`config.mk`:
```
export PLATFORM = sky130hd
export DESIGN_NAME = mem_port_arbiter
export DESIGN_NICKNAME = d
export VERILOG_FILES = /design/src/rtl/mem_port_arbiter.sv
export SDC_FILE = /design/constraint.sdc
export NUM_CORES = 1
export LEC_CHECK = 0
export CORE_MARGIN = 10
export CORE_UTILIZATION = 30
export CTS_CLUSTER_DIAMETER = 30
export CTS_CLUSTER_SIZE = 14
export DETAILED_ROUTE_END_ITERATION = 6
export PLACE_DENSITY = 0.7
export REMOVE_ABC_BUFFERS = 1
export SLEW_MARGIN = 20
export SYNTH_ARGS = -nofsm -noshare
export SYNTH_HDL_FRONTEND = slang
export SYNTH_SLANG_ARGS = --single-unit
```
`constraint.sdc`:
```
create_clock -name clk -period 4.81 [get_ports clk]
set_input_delay 0.962 -clock clk [delete_from_list [all_inputs] [get_ports clk]]
set_output_delay 0.962 -clock clk [all_outputs]
set_load 0.02 [all_outputs]
```
`src/rtl/mem_port_arbiter.sv`:
```
// -----------------------------------------------------------------------------
// mem_port_arbiter
//
// Shares a single-port RAM between instruction fetch (IF) and data load/store
// (DM) using request/grant/valid handshakes. DM wins by default; IF is forced
// through after STARVE_MAX consecutive DM grants while it waits. Reads hold the
// port for RD_LATENCY cycles in WAIT; stores complete in the grant cycle.
// RAM words are stored byte-swapped, and byte addresses are converted to word
// addresses by dropping bit 0. A branch flush squashes the in-flight fetch.
//
// Ports:
//   clk, rst                 clock, synchronous active-low reset
//   i_1_if_req/i_A_if_addr   fetch request and byte address
//   o_1_if_gnt/o_1_if_valid  fetch accepted / fetched word is new
//   o_16_if_data             fetched word, held until the next fetch valid
//   i_1_dm_req/i_1_dm_we     data request, 1 = store
//   i_A_dm_addr/i_16_dm_wdata data byte address and store data
//   o_1_dm_gnt/o_1_dm_valid  data accepted / load data is new
//   o_16_dm_rdata            load data, held until the next load valid
//   i_1_flush                squash the granting or outstanding fetch
//   o_1_stall                some requester is waiting
//   i_16_data_mem2cpu        RAM read data
//   o_1_mem_en/rd_en/wr_en   RAM controls
//   o_A_addr_cpu2mem         RAM word address
//   o_16_data_cpu2mem        RAM write data (byte-swapped)
// -----------------------------------------------------------------------------
module mem_port_arbiter #(
    parameter int ADDR_WIDTH = 12,
    parameter int REG_WIDTH  = 16,
    parameter int RD_LATENCY = 1,
    parameter int STARVE_MAX = 4
) (
    input  logic                  clk,
    input  logic                  rst,
    input  logic                  i_1_if_req,
    input  logic [ADDR_WIDTH-1:0] i_A_if_addr,
    output logic                  o_1_if_gnt,
    output logic                  o_1_if_valid,
    output logic [REG_WIDTH-1:0]  o_16_if_data,
    input  logic                  i_1_dm_req,
    input  logic                  i_1_dm_we,
    input  logic [ADDR_WIDTH-1:0] i_A_dm_addr,
    input  logic [REG_WIDTH-1:0]  i_16_dm_wdata,
    output logic                  o_1_dm_gnt,
    output logic                  o_1_dm_valid,
    output logic [REG_WIDTH-1:0]  o_16_dm_rdata,
    input  logic                  i_1_flush,
    output logic                  o_1_stall,
    input  logic [REG_WIDTH-1:0]  i_16_data_mem2cpu,
    output logic                  o_1_mem_en,
    output logic                  o_1_mem_rd_en,
    output logic                  o_1_mem_wr_en,
    output logic [ADDR_WIDTH-1:0] o_A_addr_cpu2mem,
    output logic [REG_WIDTH-1:0]  o_16_data_cpu2mem
);

    localparam logic [0:0] S_IDLE = 1'b0;
    localparam logic [0:0] S_WAIT = 1'b1;

    localparam logic OWN_IF = 1'b0;
    localparam logic OWN_DM = 1'b1;

    // RD_LATENCY is at most 4, so the countdown fits in 2 bits.
    localparam int CNT_W = 2;
    localparam int STV_W = $clog2(STARVE_MAX + 1);

    localparam logic [CNT_W-1:0] CNT_LOAD = CNT_W'(RD_LATENCY - 1);
    localparam logic [STV_W-1:0] STV_TOP  = STV_W'(STARVE_MAX);

    function automatic logic [REG_WIDTH-1:0] byte_swap(input logic [REG_WIDTH-1:0] w);
        return {w[7:0], w[15:8]};
    endfunction

    logic [0:0]            state;
    logic                  owner;
    logic [CNT_W-1:0]      cnt;
    logic [ADDR_WIDTH-1:0] addr_q;
    logic                  squash;
    logic [STV_W-1:0]      starve;
    logic                  if_valid_q;
    logic                  dm_valid_q;
    logic [REG_WIDTH-1:0]  if_data_q;
    logic [REG_WIDTH-1:0]  dm_data_q;

    logic                  idle;
    logic                  starved;
    logic                  if_gnt;
    logic                  dm_gnt;
    logic                  rd_gnt;
    logic                  wr_gnt;
    logic                  waiting;
    logic                  squash_now;
    logic [ADDR_WIDTH-1:0] sel_addr;
    logic [ADDR_WIDTH-1:0] word_addr;

    assign idle    = (state == S_IDLE);
    assign starved = (starve == STV_TOP) && i_1_if_req;

    // Grants only exist in IDLE and never while reset is asserted.
    assign dm_gnt = rst && idle && i_1_dm_req && !starved;
    assign if_gnt = rst && idle && i_1_if_req && (!i_1_dm_req || starved);

    assign rd_gnt  = if_gnt || (dm_gnt && !i_1_dm_we);
    assign wr_gnt  = dm_gnt && i_1_dm_we;
    assign waiting = rst && !idle;

    // A flush arriving in the final WAIT cycle must still suppress the capture.
    assign squash_now = squash || ((owner == OWN_IF) && i_1_flush);

    // With no grant the fetch address is presented, matching the idle behaviour.
    assign sel_addr  = dm_gnt ? i_A_dm_addr : i_A_if_addr;
    assign word_addr = sel_addr >> 1;

    assign o_1_if_gnt        = if_gnt;
    assign o_1_dm_gnt        = dm_gnt;
    assign o_1_mem_en        = rd_gnt || wr_gnt || waiting;
    assign o_1_mem_rd_en     = rd_gnt || waiting;
    assign o_1_mem_wr_en     = wr_gnt;
    assign o_A_addr_cpu2mem  = idle ? word_addr : addr_q;
    assign o_16_data_cpu2mem = byte_swap(i_16_dm_wdata);
    assign o_1_stall         = (i_1_if_req && !if_gnt) || (i_1_dm_req && !dm_gnt);

    assign o_1_if_valid  = if_valid_q;
    assign o_1_dm_valid  = dm_valid_q;
    assign o_16_if_data  = if_data_q;
    assign o_16_dm_rdata = dm_data_q;

    // Grant / WAIT sequencing, capture and registered valid pulses
    always_ff @(posedge clk) begin
        if (!rst) begin
            state      <= S_IDLE;
            owner      <= OWN_IF;
            cnt        <= '0;
            addr_q     <= '0;
            squash     <= 1'b0;
            if_valid_q <= 1'b0;
            dm_valid_q <= 1'b0;
            if_data_q  <= '0;
            dm_data_q  <= '0;
        end else begin
            if_valid_q <= 1'b0;
            dm_valid_q <= 1'b0;
            case (state)
                S_IDLE: begin
                    if (rd_gnt) begin
                        state  <= S_WAIT;
                        owner  <= dm_gnt ? OWN_DM : OWN_IF;
                        cnt    <= CNT_LOAD;
                        addr_q <= word_addr;
                        squash <= if_gnt && i_1_flush;
                    end else begin
                        squash <= 1'b0;
                    end
                end
                default: begin
                    if (cnt == '0) begin
                        state  <= S_IDLE;
                        squash <= 1'b0;
                        if (owner == OWN_DM) begin
                            dm_data_q  <= byte_swap(i_16_data_mem2cpu);
                            dm_valid_q <= 1'b1;
                        end else if (!squash_now) begin
                            if_data_q  <= byte_swap(i_16_data_mem2cpu);
                            if_valid_q <= 1'b1;
                        end
                    end else begin
                        cnt    <= cnt - 1'b1;
                        squash <= squash_now;
                    end
                end
            endcase
        end
    end

    // Consecutive DM grants seen while IF is waiting
    always_ff @(posedge clk) begin
        if (!rst) begin
            starve <= '0;
        end else if (!i_1_if_req || if_gnt) begin
            starve <= '0;
        end else if (dm_gnt && (starve != STV_TOP)) begin
            starve <= starve + 1'b1;
        end
    end

endmodule

```
### Word level (Yosys, flattened, before mapping)

Cells that the tools add are included.

| word-level totals | value |
|---|---|
| bits in registers | 53 |
| input bits | 62 |
| output and inout bits | 68 |
| word-level logic and storage cells | 71 |

| operators by class | value |
|---|---|
| $add $sub $neg | 2 |
| eq/ne operators | 3 |
| muxes and demuxes | 14 |
| bitwise logic cells | 5 |
| reduce and logical (&&, ||, !) cells | 37 |

Operators by type and width:

| operator | count |
|---|---|
| $logic_and A1 B1 Y1 | 14 |
| $mux W12 | 1 |
| $mux W11 | 1 |
| $mux W1 | 9 |
| $logic_or A1 B1 Y1 | 8 |
| $logic_not A1 Y1 | 6 |
| $mux W2 | 3 |
| $reduce_and A3 Y1 | 2 |
| $not A1 Y1 | 5 |
| $reduce_and A2 Y1 | 2 |
| $reduce_and A4 Y1 | 1 |
| $reduce_or A4 Y1 | 1 |
| $add A3 B1 Y3 const B | 1 |
| $eq A3 B3 Y1 const B | 1 |
| $ne A3 B3 Y1 const B | 1 |
| $logic_not A2 Y1 | 1 |
| $ne A2 B2 Y1 const B | 1 |
| $reduce_bool A2 Y1 | 1 |
| $reduce_or A2 Y1 | 1 |
| $sub A2 B1 Y2 const B | 1 |

### Longest topological paths before layout

| logic depth | value |
|---|---|
| depth after elaboration | 8 |
| depth in mapped cells | 8 |
| depth with buffers taken out | 7 |

### Worst setup path after synthesis

Ideal clock, no wire load.

| path | value |
|---|---|
| kind | input port to output port |
| start | input rst |
| end | output o_A_addr_cpu2mem[0] |
| data arrival time | 1.953 ns |
| required time | 3.848 ns |
| slack | 1.895 ns |
| stages on the path | 5 |
| path buffers | 1 |
| path through | and3b_1 -> nand2_1 -> buf_6 -> mux2i_1 -> mux2i_1 |

| on the way | value |
|---|---|
| cells in the longest elaborated chain, start to end | 5 |

RTL lines:

| what | RTL line | RTL |
|---|---|---|
| start: declaration | 34 | `input logic rst,` |
| $logic_and A1 B1 Y1 (3 in a row) | 100 | `assign dm_gnt = rst && idle && i_1_dm_req && !starved;` |
| $mux W12 | 111 | `assign sel_addr = dm_gnt ? i_A_dm_addr : i_A_if_addr;` |
| $mux W11 | 119 | `assign o_A_addr_cpu2mem = idle ? word_addr : addr_q;` |
| end: declaration | 53 | `output logic [ADDR_WIDTH-1:0] o_A_addr_cpu2mem,` |

Every way passes these cells.

### Worst setup path after layout

| path | value |
|---|---|
| start | input i_1_if_req |
| end | output o_A_addr_cpu2mem[1] |

| on the way | value |
|---|---|
| cells in the longest elaborated chain, start to end | 5 |

RTL lines:

| what | RTL line | RTL |
|---|---|---|
| start: declaration | 35 | `input logic i_1_if_req,` |
| $logic_and A1 B1 Y1 | 97 | `assign starved = (starve == STV_TOP) && i_1_if_req;` |
| $logic_not A1 Y1 | 100 |  |
| $logic_and A1 B1 Y1 | 100 |  |
| $mux W12 | 111 |  |
| $mux W11 | 119 |  |

Every way passes these cells.

==> qor.log <==
[logic_synthesis] synthesized instance count 293
[cts] TritonCTS Buffers 5
[cts] clock-pin slew on the worst setup and hold paths 90 ps
[setup_path] Worst Path Required 3850 ps
[power] fraction of power spent switching nets 25.0%
[drt] routed wire length 6.91 mm
[timing] ratio of final minimum period to clock period 88.2%
[die] Vert. Die Dim 112 um
[timing] WHS 460 ps
[cts] count of hold-fix buffers inserted at cts 0
[cells_and_area] sequential cell area in the final layout 0.00106 mm2
[setup_path] type of destination of the critical path primary output
[global_routing] number of antenna violations at the first check in global routing 0
[cts] total of cells resized after clock tree synthesis 0
[drt] ratio of routed vias to standard cells 4.62
[placement] worst slack after detailed placement 568 ps
[cts] clock network latency to the later pin of the worst-skew pair 300 ps
[die] I/O pins 130
[power] Flop pwr share 49.5%
[power] power per cell area 266 mW/mm2
[power] share of total power in the clock network 32.4%
[cts] CTS tree built
[power] Leak Pwr 0.00129 uW
[setup_path] highest net fanout along the worst path 12
[drt] wire length per cell after detailed routing 14.7 um
[die] Core Footprint 0.00818 mm2
[cells_and_area] number of antenna diodes 0
[setup_path] Worst Reg2Reg Path Length in Cells 5
[die] initial core utilization 30.8%
[global_routing] pin count of the biggest net entering global routing 57
[status] outcome completed
[setup_path] slack of the worst reg-to-reg path 2880 ps
[timing] number of hold violations in the final report 0
[setup_path] beginning of the worst register-to-register path state
[placement] IO Port Bufs 94
[logic_synthesis] ys async rst share 0%
[die] die area 0.0125 mm2
[drt] total number of vias 2167
[drt] number of DRC markers in iteration 0 43
[timing] Setup violations, final 0
[logic_synthesis] post-synthesis cell type count 36
[setup_path] endpoint of the worst-slack reg-to-reg timing path o_16_if_data[1]
[logic_synthesis] most frequently used flop master after synthesis sky130_fd_sc_hd__dfxtp_1
[timing] Slew Limit Headroom 36.4%
[drt] number of antenna-violating nets in the routed design 0
[cells_and_area] final-stage net count 428
[global_routing] total routing usage reported by global routing 10.3%
[logic_synthesis] Yosys warning count 0
[global_routing] gr ovfl total 0
[cts] number of sinks driven by the clock tree 53
[cts] clock tree root driver cell sky130_fd_sc_hd__clkbuf_8
[timing] maximum clock frequency 236 MHz
[timing] Layout Skew 3.86 ps
[die] DIE WIDTH 112 um
[logic_synthesis] register bit count reported by yosys 53
[logic_synthesis] proportion of netlist area held by the largest area contributor 42.2%
[min_path] path class of the lowest-slack min-delay path register to register
[drt] DRC 0
[logic_synthesis] synthesized cell area 0.00252 mm2
[logic_synthesis] share of synthesized area occupied by flip-flops and latches 42.2%
[setup_path] startpoint types input pin
[timing] post-layout worst setup margin 569 ps
[timing] transition at the pin with the smallest max-transition slack 947 ps
[cells_and_area] fillcell total 815
[setup_path] capturing instance or port of the critical path o_A_addr_cpu2mem[1]
[timing] max-slew violations 0
[power] Net Sw Power 232 uW
[logic_synthesis] commonest cells in the netlist sky130_fd_sc_hd__nand2_1, sky130_fd_sc_hd__dfxtp_1, sky130_fd_sc_hd__a21boi_0
[flow_run] number of maximum-capacitance constraint violations 0
[timing] Final Critical Period 4240 ps
[logic_synthesis] cell with the most instances after synthesis sky130_fd_sc_hd__nand2_1
[power] internal power contribution 697 uW
[drt] 1st-pass router iterations 4
[global_routing] global-route wire length before repair 10.9 mm
[timing] RSZ-0062 raised after global routing no
[cts] deepest level of the CTS H-tree 2
[power] part of the total power dissipated in combinational logic 18.1%
[placement] half-perimeter wire length after detailed placement 5.23 mm
[setup_path] Worst Path Class, Setup input pin to primary output
[cells_and_area] synth-to-layout area growth 38.9%
[logic_synthesis] number of enable flip-flop cells after synthesis 0
[cts] worst-case clock buffer depth 2
[cells_and_area] layout cells sized above 1 4.12%
[setup_path] startpoint of the most critical setup path i_1_if_req
[global_routing] vias in the first global route 2126
[placement] final weighted congestion in routability-driven placement 0.732
[cts] post-CTS setup-driven buffer insertion count 0
[logic_synthesis] Synth area leader sky130_fd_sc_hd__dfxtp_1
[die] num rows 33
[setup_path] arrival time of data at the critical path endpoint 3280 ps
[cells_and_area] area taken by multi-input logic gates 0.00116 mm2
[timing] Sum Neg Setup Slack 0 ps
[logic_synthesis] ranking of synthesized cells by area sky130_fd_sc_hd__dfxtp_1, sky130_fd_sc_hd__nand2_1, sky130_fd_sc_hd__mux2i_1
[power] VDD IR max 0.000151 V
[logic_synthesis] syn_area_per_cell 8.59 um2
layout make-up:
| class | count | share of cell area (%) |
|---|---|---|
| timing repair buffer | 97 | 27.6 |
| clock inverter | 2 | 1.11 |
| tap | 105 | 3.76 |
| inverter | 17 | 1.83 |
| clock buffer | 6 | 2.08 |
| multi-input combinational | 189 | 33.3 |
| sequential | 53 | 30.4 |
flip-flops by register name, indices dropped and copies added, names as in the netlist:
register and flops:
o_16_dm_rdata 16, starve 3, owner 1, addr_q 11, state 1, o_1_dm_valid 1
o_16_if_data 16, squash 1, o_1_if_valid 1, cnt 2
worst max-delay path, stage by stage:
cell,delay (ps)
sky130_fd_sc_hd__clkdlybuf4s50_1,620
sky130_fd_sc_hd__nand3_1,190
sky130_fd_sc_hd__nand2_1,490
sky130_fd_sc_hd__mux2i_1,200
sky130_fd_sc_hd__mux2i_1,160
sky130_fd_sc_hd__clkdlybuf4s50_1,660
power groups by stage:
stage | sequential [uW] | clock, uW | combinational (uW)
after floorplan | 476 | 0 | 67.9
after global placement | 469 | 0 | 168
after detailed placement | 470 | 0 | 170
after CTS | 460 | 314 | 171
after global routing | 462 | 327 | 184
final | 460 | 301 | 168
placed cells by master, fill, tap and decap left out:
master                            count
sky130_fd_sc_hd__nand3b_4             1
sky130_fd_sc_hd__nor2b_1              1
sky130_fd_sc_hd__or2_2                1
sky130_fd_sc_hd__clkbuf_1             1
sky130_fd_sc_hd__and3_1               2
sky130_fd_sc_hd__nor4_4               1
sky130_fd_sc_hd__nand2_1             71
sky130_fd_sc_hd__o21ai_0             12
sky130_fd_sc_hd__maj3_1               1
sky130_fd_sc_hd__clkdlybuf4s50_1     94
sky130_fd_sc_hd__ha_1                 3
sky130_fd_sc_hd__clkbuf_8             5
sky130_fd_sc_hd__a21boi_1            10
sky130_fd_sc_hd__conb_1               1
sky130_fd_sc_hd__o21a_1               2
sky130_fd_sc_hd__clkinv_4             1
sky130_fd_sc_hd__inv_1               17
sky130_fd_sc_hd__or4_1                1
sky130_fd_sc_hd__bufinv_16            1
sky130_fd_sc_hd__nor2_1               4
sky130_fd_sc_hd__a21boi_0            24
sky130_fd_sc_hd__buf_4                3
sky130_fd_sc_hd__mux2i_1             22
sky130_fd_sc_hd__xor2_1               1
sky130_fd_sc_hd__nand3_1              5
sky130_fd_sc_hd__a21oi_1             12
sky130_fd_sc_hd__o2bb2ai_2            1
sky130_fd_sc_hd__xnor2_1              1
sky130_fd_sc_hd__o31a_1               1
sky130_fd_sc_hd__o211a_1              1
sky130_fd_sc_hd__nand2b_1             2
sky130_fd_sc_hd__a21o_1               1
sky130_fd_sc_hd__and4bb_2             1
sky130_fd_sc_hd__and2_1               3
sky130_fd_sc_hd__and3b_1              1
sky130_fd_sc_hd__dfxtp_1             53
sky130_fd_sc_hd__nor3_1               1
sky130_fd_sc_hd__o22ai_1              1
worst min path at each step:
stage | startpoint | endpoint | slack (ps) | depth (start not counted)
2_1_floorplan | starve[1] | starve[1] | 450 | 2
3_3_place_gp | o_16_if_data[9] | o_16_if_data[9] | 440 | 2
3_5_place_dp | o_16_if_data[8] | o_16_if_data[8] | 450 | 2
4_1_cts | o_16_if_data[8] | o_16_if_data[8] | 460 | 2
5_1_grt | o_16_if_data[8] | o_16_if_data[8] | 490 | 2
6_report | o_16_if_data[7] | o_16_if_data[7] | 460 | 2
metrics by stage:
step           util (%)  total power [uW]  cells  instance area, um2
6_report           42.8               929    469                3500
5_1_grt            42.8               972    469                3500
4_1_cts            42.8               944    469                3500
3_5_place_dp       41.4               640    461                3380
3_3_place_gp       41.4               637    461                3380
2_1_floorplan         -               544    259                2290
metal layers:
metal,GRT usage (%),part of all wire [%]
met3,6.33,12
met5,0,0
met1,12.7,47
met2,15.1,40
met4,1.80,0.28
cell families after synthesis:
group                    Yosys count  synth area share (%)
flip-flops                        53                  42.2
other                              1                 0.149
buffers and inverters             51                  11.5
XOR/XNOR                           2                 0.696
AO/OA/AOI/OAI                     65                  17.4
multiplexers                      22                  8.75
AND/OR/NAND/NOR                   95                  17.4
adder cells (fa/ha/maj)            4                  1.89
Power figures use the tool's default switching activity.
